`src/rtl/rv32_pkg.sv`:
```
// rv32_pkg: shared RV32 front-end types.
//   word            - 32-bit machine word
//   fetch_entry_t   - one fetch-to-decode payload {pc, pc4, inst}
//   FETCH_BUF_DEPTH_MAX - upper bound on fetch_buffer DEPTH
package rv32;

   localparam int unsigned XLEN                = 32;
   localparam int unsigned FETCH_BUF_DEPTH_MAX = 16;

   typedef logic [XLEN-1:0] word;

   typedef struct packed {
      word pc;
      word pc4;
      word inst;
   } fetch_entry_t;

endpackage : rv32

```
`src/rtl/fetch_buffer_ptr.sv`:
```
// fetch_buffer_ptr: pointer counter that wraps at DEPTH (works for non power-of-two depths).
// Ports:
//   clk, rst_n : clock, asynchronous active-low reset
//   inc        : advance pointer by one (wraps DEPTH-1 -> 0)
//   clr        : return pointer to 0; wins over inc
//   ptr        : current pointer value
module fetch_buffer_ptr #(
   parameter int unsigned DEPTH = 2,
   parameter int unsigned PTR_W = $clog2(DEPTH)
) (
   input  logic             clk,
   input  logic             rst_n,
   input  logic             inc,
   input  logic             clr,
   output logic [PTR_W-1:0] ptr
);

   localparam logic [PTR_W-1:0] LAST = PTR_W'(DEPTH - 1);

   // Explicit compare so depths like 3 or 5 wrap correctly.
   always_ff @(posedge clk or negedge rst_n) begin
      if (!rst_n) begin
         ptr <= '0;
      end else if (clr) begin
         ptr <= '0;
      end else if (inc) begin
         ptr <= (ptr == LAST) ? '0 : ptr + PTR_W'(1);
      end
   end

endmodule : fetch_buffer_ptr

```
`src/rtl/fetch_buffer.sv`:
```
// fetch_buffer: DEPTH-entry circular queue between fetch and decode.
// Fetch may run ahead while decode stalls; squash empties the queue in one cycle.
// Optional build macro: FETCH_BUFFER_BYPASS_EN - when the queue is empty and decode
// is not stalled, the fetched entry is forwarded combinationally (0-cycle latency)
// and not stored.
// Ports:
//   clk, rst_n                 : clock, asynchronous active-low reset
//   stall                      : decode cannot accept; hold the head entry
//   squash                     : flush all entries (redirect)
//   bubble_i, pc_i, pc4_i, inst_i : fetch slot (bubble_i = 1 means empty slot)
//   ready_o                    : buffer can accept a push this cycle
//   bubble_o                   : no valid head presented to decode
//   pc_o, pc4_o, inst_o        : head entry
//   level_o                    : current occupancy 0..DEPTH
module fetch_buffer
   import rv32::*;
#(
   parameter int unsigned DEPTH = 2,
   parameter int unsigned CNT_W = $clog2(DEPTH + 1)
) (
   input  logic             clk,
   input  logic             rst_n,
   input  logic             stall,
   input  logic             squash,
   input  logic             bubble_i,
   input  word              pc_i,
   input  word              pc4_i,
   input  word              inst_i,
   output logic             ready_o,
   output logic             bubble_o,
   output word              pc_o,
   output word              pc4_o,
   output word              inst_o,
   output logic [CNT_W-1:0] level_o
);

   localparam int unsigned PTR_W = $clog2(DEPTH);
   localparam logic [CNT_W-1:0] FULL = CNT_W'(DEPTH);

   fetch_entry_t     mem [DEPTH];
   logic [PTR_W-1:0] wr_ptr;
   logic [PTR_W-1:0] rd_ptr;
   logic [CNT_W-1:0] count;
   logic             push;
   logic             pop;
   fetch_entry_t     head;
   fetch_entry_t     in_entry;

   assign in_entry = '{pc: pc_i, pc4: pc4_i, inst: inst_i};
   assign ready_o  = (count != FULL);
   assign pop      = !stall && (count != '0) && !squash;

`ifdef FETCH_BUFFER_BYPASS_EN
   // Empty queue and a willing decode: hand the slot straight through.
   logic bypass;
   assign bypass = rst_n && (count == '0) && !bubble_i && !stall && !squash;
   assign push   = !bubble_i && ready_o && !squash && !bypass;
`else
   assign push   = !bubble_i && ready_o && !squash;
`endif

   fetch_buffer_ptr #(.DEPTH(DEPTH), .PTR_W(PTR_W)) u_wr_ptr (
      .clk   (clk),
      .rst_n (rst_n),
      .inc   (push),
      .clr   (squash),
      .ptr   (wr_ptr)
   );

   fetch_buffer_ptr #(.DEPTH(DEPTH), .PTR_W(PTR_W)) u_rd_ptr (
      .clk   (clk),
      .rst_n (rst_n),
      .inc   (pop),
      .clr   (squash),
      .ptr   (rd_ptr)
   );

   // Occupancy; squash discards any concurrent push/pop.
   always_ff @(posedge clk or negedge rst_n) begin
      if (!rst_n) begin
         count <= '0;
      end else if (squash) begin
         count <= '0;
      end else begin
         count <= count + CNT_W'(push) - CNT_W'(pop);
      end
   end

   // Entry storage, cleared on reset so outputs read 0 while in reset.
   always_ff @(posedge clk or negedge rst_n) begin
      if (!rst_n) begin
         for (int i = 0; i < int'(DEPTH); i++) begin
            mem[i] <= '0;
         end
      end else if (push) begin
         mem[wr_ptr] <= in_entry;
      end
   end

   // Head selection.
   always_comb begin
      head     = mem[rd_ptr];
      bubble_o = (count == '0);
`ifdef FETCH_BUFFER_BYPASS_EN
      if (bypass) begin
         head     = in_entry;
         bubble_o = 1'b0;
      end
`endif
   end

   assign pc_o    = head.pc;
   assign pc4_o   = head.pc4;
   assign inst_o  = head.inst;
   assign level_o = count;

endmodule : fetch_buffer

```
`config.mk`:
```
export PLATFORM = sky130hd
export DESIGN_NAME = fetch_buffer
export DESIGN_NICKNAME = d
export VERILOG_FILES = /design/src/rtl/rv32_pkg.sv /design/src/rtl/fetch_buffer_ptr.sv /design/src/rtl/fetch_buffer.sv
export SDC_FILE = /design/constraint.sdc
export NUM_CORES = 1
export LEC_CHECK = 0
export CORE_ASPECT_RATIO = 0.5
export CORE_UTILIZATION = 35
export CTS_CLUSTER_DIAMETER = 120
export CTS_CLUSTER_SIZE = 10
export DETAILED_ROUTE_END_ITERATION = 16
export PLACE_DENSITY = 0.66
export SLEW_MARGIN = 10
export SYNTH_ARGS = -nofsm -noshare
export SYNTH_HDL_FRONTEND = slang
export SYNTH_SLANG_ARGS = --single-unit
```
`constraint.sdc`:
```
create_clock -name clk -period 2.12 [get_ports clk]
set_input_delay 0.424 -clock clk [delete_from_list [all_inputs] [get_ports clk]]
set_output_delay 0.424 -clock clk [all_outputs]
set_load 0.05 [all_outputs]
```
==> impl_metrics.env <==
export IMPL_dr_first_iter_drc_count=163
export IMPL_cp_start_kind="flop"
export IMPL_synth_async_reset_ratio=1.000
export IMPL_max_stage_delay_ps=490
export IMPL_clkTransAtPathRegs_ps=70
export IMPL_antennaDiodeCount=0
export IMPL_swShare=0.3640
export IMPL_synth_top_family_by_area="multiplexers"
export IMPL_die_x_um=224.0
export IMPL_synth_cell_types=21
export IMPL_r2r_cells=8
export IMPL_nNetsFinal=864
export IMPL_yosys_register_bits=196
export IMPL_layout_drive_gt1_share=0.4419
export IMPL_drv_slew=0
export IMPL_postLayoutCoreUtil=0.5093
export IMPL_io_pins=201
export IMPL_syn_to_final_growth_pct=42.18
export IMPL_ys_seq_area_frac=0.5688
export IMPL_syn_area_um2=8623
export IMPL_ys_flop_type="dfrtp_1"
export IMPL_min_period_over_period=1.025
export IMPL_worstMarginPinSlew_ps=496.1
export IMPL_die_height_um=113.0
export IMPL_layout_setup_ws_ps=-52.40
export IMPL_worst_path_buf_inv=3
export IMPL_grt_pass1_vias=5718
export IMPL_crit_path_end_kind="primary output"
export IMPL_outcome="finished, violations left"
export IMPL_power_share_clock=0.221
export IMPL_grt_overflow=0
export IMPL_num_fill_cells=2026
export IMPL_crit_required_ps=1700
export IMPL_worstPathArrival_ps=1750
export IMPL_drc_errors=0
export IMPL_globalplace_congestion=0.7959
export IMPL_power_switching_uw=6038
export IMPL_r2r_start="level_o[1]"
export IMPL_wl_per_cell_um=18.12
export IMPL_synthXorXnorAreaFrac=0.002031
export IMPL_hold_violations=0
export IMPL_dieArea_um2=25310
export IMPL_viasPerCell=4.694
export IMPL_num_rows=40
export IMPL_postRouteAntennaNets=0
export IMPL_hold_path_class="input port to async pin"
export IMPL_synth_edff_count=0
export IMPL_grt_max_degree=63
export IMPL_comb_power_share=0.441
export IMPL_startpoint="u_rd_ptr.ptr"
export IMPL_io_buffers=200
export IMPL_reg2reg_slack_ps=180
export IMPL_synth_fp_nets=641
export IMPL_start_util=0.3582
export IMPL_p_int_uw=10550
export IMPL_yosys_area_share_simple=0.008851
export IMPL_cts_tree="done"
export IMPL_clock_path_buffers=2
export IMPL_coreArea_um2=24070
export IMPL_rsz0062_at_grt="yes"
export IMPL_criticalPathCategory="flop to primary output"
export IMPL_r2r_end="level_o[1]"
export IMPL_cts_buffers=17
export IMPL_violations="negative setup slack"
export IMPL_dpl_hpwl_um=13110
export IMPL_yosysMostFrequentCell="dfrtp_1"
export IMPL_ir_worst_vdd_uv=589.4
export IMPL_synth_top_area_frac=0.5688
export IMPL_power_leakage_uw=0.005385
export IMPL_antenna_found_initial=0
export IMPL_p_per_area_nw_per_um2=1353
export IMPL_synth_area_leaders="dfrtp_1, mux2_2, mux2_1, mux2_4, buf_2"
export IMPL_track_usage=0.1596
export IMPL_slew_headroom=0.6706
export IMPL_grt_pass1_wl_um=30940
export IMPL_first_pass_iters=4
export IMPL_avgSynthCellArea_um2=16.03
export IMPL_cp_slowest_cell="dfrtp_4"
export IMPL_dpl_worst_slack_ps=-165.7
export IMPL_setup_violations=93
export IMPL_totalWireLength_um=20120
export IMPL_cts_max_level=4
export IMPL_cpLargestDelayFamily="buffers and inverters"
export IMPL_timing_final_crit_period_ps=2172
export IMPL_synth_mux_area_frac=0.3935
export IMPL_synthAdderAreaFrac=0.002902
export IMPL_synth_common_cells="dfrtp_1, mux2_2, mux2_1, mux2_4, buf_2"
export IMPL_root_buffer="clkbuf_16"
export IMPL_synth_compound_area_frac=0.002031
export IMPL_vias=5210
export IMPL_insertion_delay_ps=440
export IMPL_syn_inst=538
export IMPL_clock_skew_ps=8.079
export IMPL_clock_sinks=196
export IMPL_worstPathCellList="buf_12, clkbuf_16, mux2_4, buf_6"
export IMPL_drv_cap=0
export IMPL_yosysWarnings=0
export IMPL_seqPwrFrac=0.338
export IMPL_crit_fanout=11
export IMPL_synth_area_leader_cell="dfrtp_1"
export IMPL_timing_fmax_mhz=460.3
[power by group through the flow]
stage,sequential (uW),clock (uW),combinational (uW)
final,5610,3660,7320
after detailed placement,5670,0,6600
after floorplan,5470,0,4830
after global routing,5770,3940,7660
after global placement,5590,0,6520
after CTS,5620,3780,7220
[registers in the layout (all words and copies together), names as in the netlist]
register,cells
u_wr_ptr.ptr,1
level_o,2
mem,192
u_rd_ptr.ptr,1
[logic make-up after synthesis]
family / count (synthesis)
AOI/OAI and AO/OA: 3
xor gates and xnor gates: 2
adders and majority gates: 2
buffers and inverters: 35
DFF: 196
muxes: 288
and+or+nand+nor: 12
[cell usage in the layout (no fill, tap or decap), types with 2 or more instances in the layout]
cell type / synthesis / routed
buf_8: 0 / 3
mux2_4: 40 / 48
buf_6: 5 / 92
buf_16: 0 / 2
dlygate4sd2_1: 0 / 3
dfrtp_1: 196 / 194
buf_12: 0 / 13
bufinv_16: 0 / 6
clkinvlp_4: 0 / 3
clkdlybuf4s50_1: 0 / 99
clkbuf_16: 0 / 21
mux2_1: 117 / 117
xor2_1: 2 / 2
mux2_2: 131 / 123
nor2_1: 4 / 4
or3_1: 2 / 2
clkinv_2: 0 / 4
ha_1: 2 / 2
inv_1: 2 / 2
buf_4: 0 / 19
clkbuf_8: 0 / 2
[layer usage]
metal / track usage / wire length (um) / up-vias
met3: 0.03220 / 397 / 24
met5: 0 / 0 / -
met2: 0.2845 / 10700 / 56
met1: 0.1899 / 8596 / 2751
met4: 0.06438 / 420 / 0
li1: - / - / 2379
[cell type report]
| cell class | count | area (um2) | area share |
|---|---|---|---|
| clock buffer | 18 | 439.2 | 0.03582 |
| multi-input combinational | 307 | 3572 | 0.2914 |
| tap | 336 | 420.4 | 0.03429 |
| clock inverter | 14 | 231.5 | 0.01888 |
| inverter | 2 | 7.507 | 0.0006123 |
| sequential | 196 | 4910 | 0.4004 |
| timing repair buffer | 237 | 2680 | 0.2186 |
[how the worst max path moves through the flow]
stage | end | cells past startpoint
5_1_grt | pc4_o[22] | 4
3_5_place_dp | mem[106] | 5
6_report | pc4_o[31] | 4
2_1_floorplan | inst_o[15] | 4
4_1_cts | inst_o[8] | 4
3_3_place_gp | level_o[1] | 8
[timing repair]
action | 4_1_cts | 5_1_grt
endpoints found under the hold margin | 45 | 0
resized for setup | 97 | 15
cloned | 1 | 6
endpoints found under the setup margin | 92 | 94
setup buffers | 5 | 2
hold buffers | 1 | 0
[through the flow]
step	area, um2	TNS (ps)	std cells	total power [uW]	hold WS [ps]
2_1_floorplan	8625	0	538	10300	128.4
3_3_place_gp	11010	-14810	1065	12110	399.5
3_5_place_dp	11010	-18480	1065	12270	407.9
4_1_cts	12100	-5152	1104	16620	486.8
5_1_grt	12260	-8488	1110	17370	502.0
6_report	12260	-2575	1110	16590	482.4
Note: power is estimated with default switching activity, not from simulation.
